==> config.mk <==
export PLATFORM = sky130hd
export DESIGN_NAME = addsub_pipe_flat
export DESIGN_NICKNAME = d
export VERILOG_FILES = /design/src/rtl/addsub_pkg.sv /design/src/rtl/addsub_pipe_if.sv /design/src/rtl/addsub_seg.sv /design/src/rtl/addsub_pipe.sv /design/src/flat_wrapper.sv
export SDC_FILE = /design/constraint.sdc
export NUM_CORES = 1
export LEC_CHECK = 0
export CAP_MARGIN = 20
export CORE_MARGIN = 2
export CORE_UTILIZATION = 27
export DETAILED_ROUTE_END_ITERATION = 16
export GPL_TIMING_DRIVEN = 0
export PLACE_DENSITY_LB_ADDON = 0.2
export SYNTH_ARGS = -nofsm -noshare
export SYNTH_HDL_FRONTEND = slang
export SYNTH_SLANG_ARGS = --single-unit
==> constraint.sdc <==
create_clock -name clk -period 3.9 [get_ports clk]
set_clock_uncertainty 0.2 [all_clocks]
set_input_delay 0.78 -clock clk [delete_from_list [all_inputs] [get_ports clk]]
set_output_delay 0.78 -clock clk [all_outputs]
set_load 0.01 [all_outputs]
==> src/rtl/addsub_pkg.sv <==
`default_nettype none
// +----------------------------------------------------------------------+
// | Package     : addsub_pkg                                             |
// | Description : Shared mode encoding and result-flag bundle for the    |
// |               pipelined adder/subtractor.                            |
// | Revision    : 1.0 - initial release                                  |
// +----------------------------------------------------------------------+
package addsub_pkg;

   // Mode encoding presented on the M input.
   localparam logic ADD = 1'b0;
   localparam logic SUB = 1'b1;

   // Status flags that travel with every result.
   typedef struct packed {
      logic cout;   // carry out; in subtract mode 1 = no borrow
      logic ovf;    // signed overflow of the unsaturated result
      logic zero;   // final S == 0
      logic neg;    // final S MSB
   } flags_t;

endpackage : addsub_pkg
`default_nettype wire

==> src/rtl/addsub_pipe_if.sv <==
`default_nettype none
// +----------------------------------------------------------------------+
// | Interface   : addsub_pipe_if                                         |
// | Description : Operand/result handshake bundle of addsub_pipe.        |
// |   in_valid/in_ready : operand-side handshake                         |
// |   A, B, M, SAT      : operands, mode (0 add, 1 sub), saturate enable |
// |   out_valid/out_ready : result-side handshake                        |
// |   S, Cout, OVF, ZERO, NEG : result and flags                         |
// |   master : producer/consumer side, slave : the pipeline              |
// | Revision    : 1.0 - initial release                                  |
// +----------------------------------------------------------------------+
interface addsub_pipe_if #(
   parameter int WIDTH = 16
);
   logic             in_valid;
   logic             in_ready;
   logic [WIDTH-1:0] A;
   logic [WIDTH-1:0] B;
   logic             M;
   logic             SAT;
   logic             out_valid;
   logic             out_ready;
   logic [WIDTH-1:0] S;
   logic             Cout;
   logic             OVF;
   logic             ZERO;
   logic             NEG;

   modport master (
      output in_valid, A, B, M, SAT, out_ready,
      input  in_ready, out_valid, S, Cout, OVF, ZERO, NEG
   );

   modport slave (
      input  in_valid, A, B, M, SAT, out_ready,
      output in_ready, out_valid, S, Cout, OVF, ZERO, NEG
   );
endinterface : addsub_pipe_if
`default_nettype wire

==> src/rtl/addsub_seg.sv <==
`default_nettype none
// +----------------------------------------------------------------------+
// | Module      : addsub_seg                                             |
// | Description : One combinational carry segment of the adder chain.   |
// |   a, b      : segment operand slices (b is inverted when m = 1)      |
// |   m         : mode, 0 add / 1 subtract                               |
// |   cin       : carry into the segment                                 |
// |   sum       : segment result slice                                   |
// |   cout      : carry out of the segment                               |
// |   msb_carry : carry into the segment's top bit                       |
// | Revision    : 1.0 - initial release                                  |
// +----------------------------------------------------------------------+
module addsub_seg #(
   parameter int SEG_W = 8
) (
   input  logic [SEG_W-1:0] a,
   input  logic [SEG_W-1:0] b,
   input  logic             m,
   input  logic             cin,
   output logic [SEG_W-1:0] sum,
   output logic             cout,
   output logic             msb_carry
);
   logic [SEG_W-1:0] w_beff;
   logic [SEG_W:0]   w_full;

   assign w_beff = b ^ {SEG_W{m}};
   assign w_full = {1'b0, a} + {1'b0, w_beff} + {{SEG_W{1'b0}}, cin};
   assign sum    = w_full[SEG_W-1:0];
   assign cout   = w_full[SEG_W];
   // Top sum bit is a ^ b ^ carry-in, so the carry into it falls out directly.
   assign msb_carry = w_full[SEG_W-1] ^ a[SEG_W-1] ^ w_beff[SEG_W-1];
endmodule : addsub_seg
`default_nettype wire

==> src/rtl/addsub_pipe.sv <==
`default_nettype none
// +----------------------------------------------------------------------+
// | Module      : addsub_pipe                                            |
// | Description : WIDTH-bit add/subtract with optional signed saturation,|
// |               carry chain split into STAGES segments, one pipeline   |
// |               register per segment, valid/ready flow control.        |
// |   clk  : clock, all state on rising edge                             |
// |   rst  : synchronous active-high reset                               |
// |   bus  : addsub_pipe_if.slave (operand and result handshakes)        |
// | Revision    : 1.0 - initial release                                  |
// +----------------------------------------------------------------------+
module addsub_pipe
   import addsub_pkg::*;
#(
   parameter int WIDTH  = 16,
   parameter int STAGES = 2
) (
   input logic          clk,
   input logic          rst,
   addsub_pipe_if.slave bus
);
   localparam int SEG_W = WIDTH / STAGES;
   localparam int LAST  = STAGES - 1;
   localparam int NPIPE = (STAGES > 1) ? STAGES - 1 : 1;

   localparam logic [WIDTH-1:0] c_MAX_POS = {1'b0, {(WIDTH-1){1'b1}}};
   localparam logic [WIDTH-1:0] c_MIN_NEG = {1'b1, {(WIDTH-1){1'b0}}};

   // Stage valids; the last one is out_valid.
   logic             r_v   [STAGES];
   // Intermediate stage contents: operands still to be consumed plus the
   // partial sum and carry resolved so far.
   logic [WIDTH-1:0] r_a   [NPIPE];
   logic [WIDTH-1:0] r_b   [NPIPE];
   logic [WIDTH-1:0] r_sum [NPIPE];
   logic             r_m   [NPIPE];
   logic             r_sat [NPIPE];
   logic             r_c   [NPIPE];
   // Output stage.
   logic [WIDTH-1:0] r_s;
   flags_t           r_flags;

   logic [STAGES-1:0]            w_rdy;
   logic [STAGES-1:0]            w_vin;
   logic [STAGES-1:0]            w_m;
   logic [STAGES-1:0]            w_sat;
   logic [STAGES-1:0]            w_cin;
   logic [STAGES-1:0]            w_cout;
   logic [STAGES-1:0][SEG_W-1:0] w_a_seg;
   logic [STAGES-1:0][SEG_W-1:0] w_b_seg;
   logic [STAGES-1:0][SEG_W-1:0] w_seg_sum;
   logic [STAGES-1:0][WIDTH-1:0] w_sum_new;
   logic [NPIPE-1:0][WIDTH-1:0]  w_a_full;
   logic [NPIPE-1:0][WIDTH-1:0]  w_b_full;
   logic                         w_mc_last;
   logic                         w_ovf;
   logic                         w_sat_hit;
   logic [WIDTH-1:0]             w_s_fin;

   // A stage may load when it is empty or its content moves on this cycle;
   // evaluated from the output back so a draining tail frees the whole pipe.
   always_comb begin
      w_rdy       = '0;
      w_rdy[LAST] = !r_v[LAST] || bus.out_ready;
      for (int k = LAST - 1; k >= 0; k--) begin
         w_rdy[k] = !r_v[k] || w_rdy[k+1];
      end
   end

   for (genvar k = 0; k < STAGES; k++) begin : g_stage
      logic [WIDTH-1:0] w_prev;
      logic [WIDTH-1:0] w_merge;
      logic             w_msb_c;

      if (k == 0) begin : g_first
         assign w_vin[k]   = bus.in_valid;
         assign w_a_seg[k] = bus.A[k*SEG_W +: SEG_W];
         assign w_b_seg[k] = bus.B[k*SEG_W +: SEG_W];
         assign w_m[k]     = bus.M;
         assign w_sat[k]   = bus.SAT;
         assign w_cin[k]   = bus.M;    // the +1 of two's-complement negation
         assign w_prev     = '0;
         if (LAST > 0) begin : g_fwd
            assign w_a_full[k] = bus.A;
            assign w_b_full[k] = bus.B;
         end
      end else begin : g_next
         assign w_vin[k]   = r_v[k-1];
         assign w_a_seg[k] = r_a[k-1][k*SEG_W +: SEG_W];
         assign w_b_seg[k] = r_b[k-1][k*SEG_W +: SEG_W];
         assign w_m[k]     = r_m[k-1];
         assign w_sat[k]   = r_sat[k-1];
         assign w_cin[k]   = r_c[k-1];
         assign w_prev     = r_sum[k-1];
         if (k < LAST) begin : g_fwd
            assign w_a_full[k] = r_a[k-1];
            assign w_b_full[k] = r_b[k-1];
         end
      end

      addsub_seg #(
         .SEG_W (SEG_W)
      ) u_seg (
         .a         (w_a_seg[k]),
         .b         (w_b_seg[k]),
         .m         (w_m[k]),
         .cin       (w_cin[k]),
         .sum       (w_seg_sum[k]),
         .cout      (w_cout[k]),
         .msb_carry (w_msb_c)
      );

      always_comb begin
         w_merge                    = w_prev;
         w_merge[k*SEG_W +: SEG_W]  = w_seg_sum[k];
      end
      assign w_sum_new[k] = w_merge;

      if (k == LAST) begin : g_tail
         assign w_mc_last = w_msb_c;
      end else begin : g_mid
         logic w_unused_mc;
         assign w_unused_mc = w_msb_c;
      end
   end

   // Overflow: carry into the MSB differs from carry out of it. Saturation
   // direction follows the sign of A (both operands share it on overflow).
   assign w_ovf     = w_cout[LAST] ^ w_mc_last;
   assign w_sat_hit = w_sat[LAST] && w_ovf;
   assign w_s_fin   = w_sat_hit ? (w_a_seg[LAST][SEG_W-1] ? c_MIN_NEG : c_MAX_POS)
                                : w_sum_new[LAST];

   always_ff @(posedge clk) begin
      if (rst) begin
         for (int k = 0; k < STAGES; k++) begin
            r_v[k] <= 1'b0;
         end
         for (int k = 0; k < NPIPE; k++) begin
            r_a[k]   <= '0;
            r_b[k]   <= '0;
            r_sum[k] <= '0;
            r_m[k]   <= 1'b0;
            r_sat[k] <= 1'b0;
            r_c[k]   <= 1'b0;
         end
         r_s     <= '0;
         r_flags <= '0;
      end else begin
         for (int k = 0; k < STAGES; k++) begin
            if (w_rdy[k]) begin
               r_v[k] <= w_vin[k];
            end
         end
         // Data only moves with a valid token so a stalled or empty stage
         // keeps its outputs steady.
         for (int k = 0; k < LAST; k++) begin
            if (w_rdy[k] && w_vin[k]) begin
               r_a[k]   <= w_a_full[k];
               r_b[k]   <= w_b_full[k];
               r_m[k]   <= w_m[k];
               r_sat[k] <= w_sat[k];
               r_c[k]   <= w_cout[k];
               r_sum[k] <= w_sum_new[k];
            end
         end
         if (w_rdy[LAST] && w_vin[LAST]) begin
            r_s     <= w_s_fin;
            r_flags <= '{cout: w_cout[LAST],
                         ovf:  w_ovf,
                         zero: (w_s_fin == '0),
                         neg:  w_s_fin[WIDTH-1]};
         end
      end
   end

   assign bus.in_ready  = w_rdy[0] && !rst;
   assign bus.out_valid = r_v[LAST];
   assign bus.S         = r_s;
   assign bus.Cout      = r_flags.cout;
   assign bus.OVF       = r_flags.ovf;
   assign bus.ZERO      = r_flags.zero;
   assign bus.NEG       = r_flags.neg;

endmodule : addsub_pipe
`default_nettype wire

==> src/flat_wrapper.sv <==
// flat-port wrapper written by rule: the top's interface ports become plain ports
module addsub_pipe_flat import addsub_pkg::*;
#(
   parameter int WIDTH  = 16,
   parameter int STAGES = 2
)
  (clk, rst, bus_in_valid, bus_A, bus_B, bus_M, bus_SAT, bus_out_ready, bus_in_ready, bus_out_valid, bus_S, bus_Cout, bus_OVF, bus_ZERO, bus_NEG);
  addsub_pipe_if #(.WIDTH(WIDTH)) bus_i ();
  input logic clk;
  input logic rst;
  input wire logic [$bits(bus_i.in_valid)-1:0] bus_in_valid;
  input wire logic [$bits(bus_i.A)-1:0] bus_A;
  input wire logic [$bits(bus_i.B)-1:0] bus_B;
  input wire logic [$bits(bus_i.M)-1:0] bus_M;
  input wire logic [$bits(bus_i.SAT)-1:0] bus_SAT;
  input wire logic [$bits(bus_i.out_ready)-1:0] bus_out_ready;
  output wire logic [$bits(bus_i.in_ready)-1:0] bus_in_ready;
  output wire logic [$bits(bus_i.out_valid)-1:0] bus_out_valid;
  output wire logic [$bits(bus_i.S)-1:0] bus_S;
  output wire logic [$bits(bus_i.Cout)-1:0] bus_Cout;
  output wire logic [$bits(bus_i.OVF)-1:0] bus_OVF;
  output wire logic [$bits(bus_i.ZERO)-1:0] bus_ZERO;
  output wire logic [$bits(bus_i.NEG)-1:0] bus_NEG;
  assign bus_i.in_valid = bus_in_valid;
  assign bus_i.A = bus_A;
  assign bus_i.B = bus_B;
  assign bus_i.M = bus_M;
  assign bus_i.SAT = bus_SAT;
  assign bus_i.out_ready = bus_out_ready;
  assign bus_in_ready = bus_i.in_ready;
  assign bus_out_valid = bus_i.out_valid;
  assign bus_S = bus_i.S;
  assign bus_Cout = bus_i.Cout;
  assign bus_OVF = bus_i.OVF;
  assign bus_ZERO = bus_i.ZERO;
  assign bus_NEG = bus_i.NEG;
  addsub_pipe #(.WIDTH(WIDTH), .STAGES(STAGES)) u_core (.clk(clk), .rst(rst), .bus(bus_i));
endmodule
==> impl_metrics.csv, run 1 <==
group,metric,value,unit
run_status,status,"finished clean",
min_path,hold_class,"register to register",
final_layout,final_common_cell,"clkdlybuf4s50_1",
final_layout,fill_cells,1088,
global_routing,grt_use_total,11.4,%
detailed_routing,drt-initial-drc-count,74,
synthesis,synth_top_cell_by_area,"edfxtp_1",
detailed_routing,first_pass_iters,4,
global_routing,first_global_vias,2106,
global_routing,antenna_found_initial,0,
synthesis,syn-num-nets,331,
global_routing,grt_pass1_wl,10300,um
final_layout,syn_to_final_growth,29.9,%
final_layout,num_antenna_cells,0,
die,fp.dieW,107,um
die,die-area,0.0115,mm^2
synthesis,syn_avg_cell_area,10.5,um^2
global_routing,grt_max_degree,20,
pwr,p_total,0.00142,W
placed_design,hpwl,5090,um
clock_tree,cts_hold_buf,0,
synthesis,synth_cell_types,46,
setup_path,arrival,2600,ps
placed_design,port_buffers,58,
pwr,leakagePower,1.46,nW
setup_path,required,2920,ps
final_layout,layout_common_cells,"clkdlybuf4s50_1, nor2_1, edfxtp_1",
final_layout,stdcell_area,0.00375,mm^2
synthesis,synthCells,276,
die,core_area,0.0104,mm^2
synthesis,synth.area.top_cells,"edfxtp_1, dfxtp_1, ha_1",
sta,fin_crit,3580,ps
final_layout,nNetsFinal,397,
sta,hold_ws,268,ps
clock_tree,cts_resized,0,
job,max-cap-violations,0,
sta,rsz0062_at_grt,"no",
setup_path,crit_path_max_fanout,10,
sta,relSlewSlack,58.3,%
die,start_util,27.8,%
clock_tree,post-cts-setup-buffers,0,
synthesis,ys_ff_latch,48,
clock_tree,clock_path_buffers,2,
synthesis,seq_area_frac_synth,43.4,%
sta,setup_viol,0,
detailed_routing,drc,0,
detailed_routing,routed_wl,6420,um
clock_tree,clockRootBuffer,"clkbuf_8",
sta,tightestPinTransition,626,ps
synthesis,netlist_area,0.00289,mm^2
placed_design,place_area,0.00366,mm^2
die,rows,37,
sta,slew_violations,0,
clock_tree,cts.clk_slew.worst_paths,90,ps
clock_tree,cts_buffers,5,
clock_tree,insertion_delay,310,ps
placed_design,place_inst,471,
die,pin_count,60,
pwr,ir_worst_vdd,0.144,mV
clock_tree,cts_max_level,2,
final_layout,drive_gt1_share,12.2,%
sta,hold_viol,0,
sta,min_period_over_period,91.7,%
detailed_routing,antenna_left,0,
die,die_y,107,um
synthesis,ys_warn_count,0,
sta,fin_tns_setup,0,ps
detailed_routing,post_drt_wl_per_cell,13.4,um
global_routing,grt_overflow,0,
setup_path,worstSetupPathType,"input pin to output pin",
sta,max_freq,0.280,GHz
clock_tree,cts_tree,"built",
placed_design,gp_congestion,0.743,
synthesis,synth_top_area_share,30.2,%
detailed_routing,via_count,2153,
clock_tree,cts.sinks,48,
setup_path,critPathCaptureType,"output pin",
pwr,power.density,379,mW/mm^2
final_layout,stdcell_count,479,
setup_path,worstSetupStartpointType,"input pin",
detailed_routing,via_per_inst,4.49,
kinds of logic (layout without fill, tap and decap cells):
group / after synthesis / after routing / share of synthesized area, %
simple gates: 90 / 90 / 15.2
compound gates: 69 / 69 / 18.7
flops: 48 / 48 / 43.4
xor+xnor: 27 / 27 / 10.0
buf+inv: 24 / 91 / 4.16
fa+ha+maj: 17 / 17 / 8.15
mux: 1 / 1 / 0.390
final timing paths:
check	startpoint	end	slack [ps]	cells after the start
max	bus_out_ready	bus_in_ready	320	5
min	u_core.bus.Cout$_SDFFE_PP0P_	u_core.bus.Cout$_SDFFE_PP0P_	270	2
max reg2reg	u_core.r_m[0]$_DFFE_PP_	u_core.bus.S[0]$_SDFFE_PP0P_	450	13
min reg2reg	u_core.bus.Cout$_SDFFE_PP0P_	u_core.bus.Cout$_SDFFE_PP0P_	270	2
critical path: stages:
cell	delay [ps]
clkdlybuf4s50_1	500
nor2b_1	70
a21oi_1	240
clkbuf_1	370
clkdlybuf4s50_1	630
metal layers:
| metal | GRT usage (%) | vias up | routed length (um) |
|---|---|---|---|
| met5 | 0 | - | 0 |
| met4 | 3.30 | 0 | 85 |
| met3 | 2.12 | 6 | 269 |
| met2 | 18.4 | 44 | 2900 |
| met1 | 15.7 | 980 | 3170 |
| li1 | - | 1123 | - |
metrics by stage:
stage | setup slack, ps | utilization, %
global route | 188 | 36.1
finish | 324 | 36.1
floorplan | 734 | -
global placement | 311 | 35.1
CTS | 310 | 36.1
detailed placement | 313 | 35.3
power breakdown:
group / total, W / switching (W) / internal [W]
Sequential: 0.000610 / 0.0000263 / 0.000584
Combinational: 0.000509 / 0.000270 / 0.000239
Clock: 0.000300 / 0.000174 / 0.000126
synthesized netlist by cell type, drive strengths merged:
cell,instances
nor3,2
nand2,15
and3,19
dfxtp,19
xnor2,9
xnor3,1
nand4,1
a311oi,1
mux2,1
clkbuf,7
xor2,17
and2,1
a221oi,1
a211oi,19
a41oi,1
inv,10
o211ai,2
o31a,1
nor4,3
ha,14
a21boi,1
or3b,1
a21oi,15
o21a,3
nor2b,2
nor2,37
fa,3
nand3b,2
or4,1
buf,7
a21o,3
o21ai,20
nand3,1
edfxtp,29
nand2b,5
o21bai,1
o22a,1
state kept, by name (all words and copies together) (netlist names), 2 cells and up:
| name | cells |
|---|---|
| u_core.bus.S | 15 |
| u_core.r_a | 8 |
| u_core.r_b | 8 |
| u_core.r_sum | 8 |
| u_core.r_v | 2 |
layout make-up:
type,instances,area (um^2),area share [%]
flip-flops and latches,48,1250,33.4
clock inverters,2,11.3,0.301
plain buffers,14,82.6,2.20
multi-input cells,204,1510,40.4
inverters,10,37.5,1.00
repair buffers,59,608,16.2
clock buffers,6,72.6,1.94
well taps,136,170,4.54
(Power assumes the default switching activity.)
==> inputs of run 2 (changes only) <==
- CORE_UTILIZATION: 27 -> 51
==> impl_metrics.csv, run 2 (same netlist as run 1, synthesis figures left out) <==
group,metric,value,unit
run_status,status,"finished clean",
setup_path,crit_path_max_fanout,10,
global_routing,first_global_vias,1921,
detailed_routing,routed_wl,5510,um
setup_path,critPathCaptureType,"output pin",
pwr,leakagePower,1.46,nW
clock_tree,cts.sinks,48,
sta,max_freq,0.282,GHz
setup_path,required,2920,ps
placed_design,place_area,0.00358,mm^2
setup_path,crit_path_top_delay_cell,"clkdlybuf4s50_1",
clock_tree,cts_buffers,5,
setup_path,worstSetupStartpointType,"input pin",
global_routing,grt_pass1_wl,8880,um
global_routing,grt_overflow,0,
final_layout,stdcell_area,0.00368,mm^2
sta,min_period_over_period,90.8,%
final_layout,final_common_cell,"clkdlybuf4s50_1",
clock_tree,cts_resized,0,
sta,hold_viol,0,
final_layout,num_antenna_cells,0,
final_layout,fill_cells,451,
final_layout,drive_gt1_share,12.5,%
setup_path,r2r-start,"u_core.r_m[0]$_DFFE_PP_",
die,die-area,0.00628,mm^2
setup_path,startpoint,"bus_out_ready",
placed_design,port_buffers,58,
clock_tree,cts_max_level,2,
clock_tree,post-cts-setup-buffers,0,
setup_path,max_stage_delay,620,ps
pwr,p_total,0.00143,W
detailed_routing,drc,0,
final_layout,layout_common_cells,"clkdlybuf4s50_1, nor2_1, edfxtp_1",
sta,rsz0062_at_grt,"no",
setup_path,crit_end,"bus_in_ready",
global_routing,grt_max_degree,22,
die,start_util,52.7,%
detailed_routing,antenna_left,0,
global_routing,grt_use_total,18.2,%
clock_tree,cts_hold_buf,0,
detailed_routing,post_drt_wl_per_cell,13.3,um
min_path,hold_depth,2,
clock_tree,cts_tree,"built",
pwr,ir_worst_vdd,0.242,mV
detailed_routing,via_per_inst,5.23,
die,core_area,0.00547,mm^2
detailed_routing,via_count,2169,
detailed_routing,drt-initial-drc-count,109,
die,pin_count,60,
clock_tree,clockRootBuffer,"clkbuf_8",
die,rows,27,
setup_path,crit_top_cell,"clkdlybuf4s50_1",
clock_tree,clock_path_buffers,2,
sta,slew_violations,0,
placed_design,hpwl,4350,um
setup_path,rrSetupSlack,470,ps
final_layout,largest_register_ffs,15,
sta,tightestPinTransition,609,ps
final_layout,nNetsFinal,397,
sta,setup_viol,0,
detailed_routing,first_pass_iters,4,
placed_design,gp_congestion,0.836,
setup_path,regToRegEndpoint,"u_core.bus.S[2]$_SDFFE_PP0P_",
min_path,hold_class,"register to register",
job,max-cap-violations,0,
sta,fin_crit,3540,ps
sta,relSlewSlack,59.4,%
setup_path,r2r_cells,13,
clock_tree,insertion_delay,300,ps
setup_path,worstPathCellList,"clkdlybuf4s50_1, nor2b_1, a21oi_1, clkbuf_1, clkdlybuf4s50_1",
final_layout,syn_to_final_growth,27.5,%
setup_path,worstSetupPathType,"input pin to output pin",
global_routing,antenna_found_initial,0,
clock_tree,cts.clk_slew.worst_paths,90,ps
die,fp.dieW,79.2,um
sta,fin_tns_setup,0,ps
die,die_y,79.2,um
setup_path,arrival,2560,ps
pwr,power.density,387,mW/mm^2
==> run 2: layout make-up <==
type / count / area [um^2] / share of cell area (%)
Multi-Input combinational cell: 204 / 1510 / 41.1
Sequential cell: 48 / 1250 / 34.0
Timing Repair Buffer: 59 / 608 / 16.5
Tap cell: 72 / 90.1 / 2.45
Clock buffer: 6 / 82.6 / 2.24
Buffer: 14 / 82.6 / 2.24
Inverter: 10 / 37.5 / 1.02
Clock inverter: 2 / 13.8 / 0.374
==> run 2: power by group <==
part	internal (W)	switching, W
combinational	0.000239	0.000263
sequential	0.000584	0.0000241
clock	0.000144	0.000170
total	0.000967	0.000458
==> run 2: how the worst min path moves through the flow <==
stage	startpoint	to	slack [ps]
after floorplan	u_core.bus.Cout$_SDFFE_PP0P_	u_core.bus.Cout$_SDFFE_PP0P_	280
after global placement	u_core.bus.Cout$_SDFFE_PP0P_	u_core.bus.Cout$_SDFFE_PP0P_	250
after detailed placement	u_core.bus.Cout$_SDFFE_PP0P_	u_core.bus.Cout$_SDFFE_PP0P_	260
after CTS	u_core.bus.Cout$_SDFFE_PP0P_	u_core.bus.Cout$_SDFFE_PP0P_	270
after global routing	u_core.bus.S[8]$_SDFFE_PP0P_	u_core.bus.S[8]$_SDFFE_PP0P_	320
final	u_core.bus.Cout$_SDFFE_PP0P_	u_core.bus.Cout$_SDFFE_PP0P_	270
==> run 2: layer usage <==
metal  part of all wire (%)  track usage, %  vias up
met5                      0               0        -
met3                    4.3            2.95       11
met1                     48            24.3      973
met4                    1.9            6.90        0
met2                     46            29.7       57
li1                       -               -     1128
==> run 2: stage by stage <==
step	utilization [%]	setup slack [ps]	std cells	hold slack, ps
after floorplan	-	734	276	281
after global placement	65.0	322	406	249
after detailed placement	65.5	337	407	262
after CTS	67.2	357	415	274
after global routing	67.2	225	415	317
final	67.2	357	415	268
==> run 2: worst max-delay path, delay by kind of cell <==
kind | cells | cell delay (ps)
buf+inv | 3 | 1490
compound gates | 1 | 230
simple gates | 1 | 70
==> inputs of run 3 (changes only) <==
- SLEW_MARGIN: not set -> 10
==> impl_metrics.csv, run 3 (same netlist as run 1, synthesis figures left out) <==
group,metric,value,unit
run_status,status,"finished clean",
global_routing,grt_overflow,0,
detailed_routing,drt-initial-drc-count,48,
min_path,hold_class,"register to register",
clock_tree,clockRootBuffer,"clkbuf_8",
clock_tree,cts_tree,"built",
sta,hold_viol,0,
clock_tree,post-cts-setup-buffers,0,
sta,max_freq,0.282,GHz
global_routing,grt_max_degree,19,
setup_path,worstPathCellList,"clkdlybuf4s50_1, nor2b_1, a21oi_1, clkbuf_1, clkdlybuf4s50_1",
clock_tree,cts_buffers,5,
sta,hold_ws,267,ps
setup_path,worstSetupStartpointType,"input pin",
setup_path,r2r_cells,13,
final_layout,nNetsFinal,397,
setup_path,crit_path_max_fanout,10,
global_routing,antenna_found_initial,0,
sta,fin_crit,3550,ps
detailed_routing,via_per_inst,5.21,
die,fp.dieW,79.2,um
global_routing,first_global_vias,1914,
clock_tree,cts_hold_buf,0,
setup_path,r2r-start,"u_core.r_m[0]$_DFFE_PP_",
setup_path,worstSetupPathType,"input pin to output pin",
setup_path,rrSetupSlack,480,ps
detailed_routing,routed_wl,5500,um
clock_tree,cts.sinks,48,
sta,relSlewSlack,58.6,%
placed_design,gp_congestion,0.836,
global_routing,grt_pass1_wl,9070,um
final_layout,syn_to_final_growth,27.1,%
die,die-area,0.00628,mm^2
die,pin_count,60,
pwr,power.density,389,mW/mm^2
clock_tree,cts_max_level,2,
detailed_routing,antenna_left,0,
die,rows,27,
sta,slew_violations,0,
sta,setup_viol,0,
setup_path,crit_path_top_delay_cell,"clkdlybuf4s50_1",
pwr,ir_worst_vdd,0.161,mV
detailed_routing,via_count,2162,
final_layout,final_common_cell,"clkdlybuf4s50_1",
min_path,min_from,"u_core.bus.Cout$_SDFFE_PP0P_",
detailed_routing,post_drt_wl_per_cell,13.3,um
setup_path,regToRegEndpoint,"u_core.bus.S[2]$_SDFFE_PP0P_",
setup_path,required,2920,ps
detailed_routing,first_pass_iters,4,
die,core_area,0.00547,mm^2
setup_path,arrival,2570,ps
final_layout,num_antenna_cells,0,
clock_tree,clock_path_buffers,2,
clock_tree,cts.clk_slew.worst_paths,80,ps
sta,fin_tns_setup,0,ps
clock_tree,insertion_delay,310,ps
final_layout,drive_gt1_share,12.5,%
setup_path,crit_top_cell,"clkdlybuf4s50_1",
placed_design,port_buffers,58,
sta,rsz0062_at_grt,"no",
sta,tightestPinTransition,622,ps
global_routing,grt_use_total,18.9,%
clock_tree,cts_resized,0,
min_path,whs_endpoint,"u_core.bus.Cout$_SDFFE_PP0P_",
final_layout,largest_register_ffs,15,
setup_path,max_stage_delay,630,ps
die,start_util,52.7,%
job,max-cap-violations,0,
setup_path,critPathCaptureType,"output pin",
min_path,hold_depth,2,
die,die_y,79.2,um
detailed_routing,drc,0,
sta,min_period_over_period,91.1,%
placed_design,hpwl,4340,um
pwr,leakagePower,1.45,nW
final_layout,layout_common_cells,"clkdlybuf4s50_1, nor2_1, edfxtp_1",
-- run 3: cell type report --
type / count / area (um^2)
well taps: 72 / 90.1
plain buffers: 14 / 82.6
clock buffers: 6 / 82.6
fillers: 459 / 1810
repair buffers: 59 / 596
flip-flops and latches: 48 / 1250
clock inverters: 2 / 13.8
inverters: 10 / 37.5
multi-input cells: 204 / 1510
-- run 3: routing by layer --
layer	wire length, um	share of wire [%]	track usage (%)
met4	90	1.6	6.38
met5	0	0	0
met2	2420	44	29.4
met1	2740	50	26.3
met3	244	4.4	3.75
-- run 3: report_power, final --
part | switching, W | leakage [nW] | internal, W
combinational | 0.000264 | 0.928 | 0.000238
clock | 0.000171 | 0.0477 | 0.000144
sequential | 0.0000243 | 0.476 | 0.000584
total | 0.000460 | 1.45 | 0.000966
-- run 3: how the worst max path moves through the flow --
| stage | start | endpoint | slack [ps] | depth (start not counted) |
|---|---|---|---|---|
| 2_1_floorplan | u_core.r_m[0]$_DFFE_PP_ | u_core.bus.S[0]$_SDFFE_PP0P_ | 730 | 13 |
| 3_3_place_gp | bus_B[0] | u_core.r_c[0]$_DFFE_PP_ | 320 | 10 |
| 3_5_place_dp | bus_B[0] | u_core.r_c[0]$_DFFE_PP_ | 350 | 10 |
| 4_1_cts | bus_out_ready | bus_in_ready | 360 | 5 |
| 5_1_grt | rst | bus_in_ready | 230 | 4 |
| 6_report | bus_out_ready | bus_in_ready | 350 | 5 |
-- run 3: critical path, delay by kind of cell --
kind,cells,cell delay [ps]
AND/OR/NAND/NOR,1,60
buffers and inverters,3,1510
AO/OA/AOI/OAI,1,220
-- run 3: stage by stage --
stage	instances	instance area, um^2	utilization (%)	power [W]	setup WS [ps]
floorplan	276	2890	-	0.000973	734
global placement	406	3560	65.0	0.00111	322
detailed placement	407	3570	65.2	0.00112	347
CTS	415	3670	67.0	0.00143	363
global route	415	3670	67.0	0.00151	232
finish	415	3670	67.0	0.00143	348
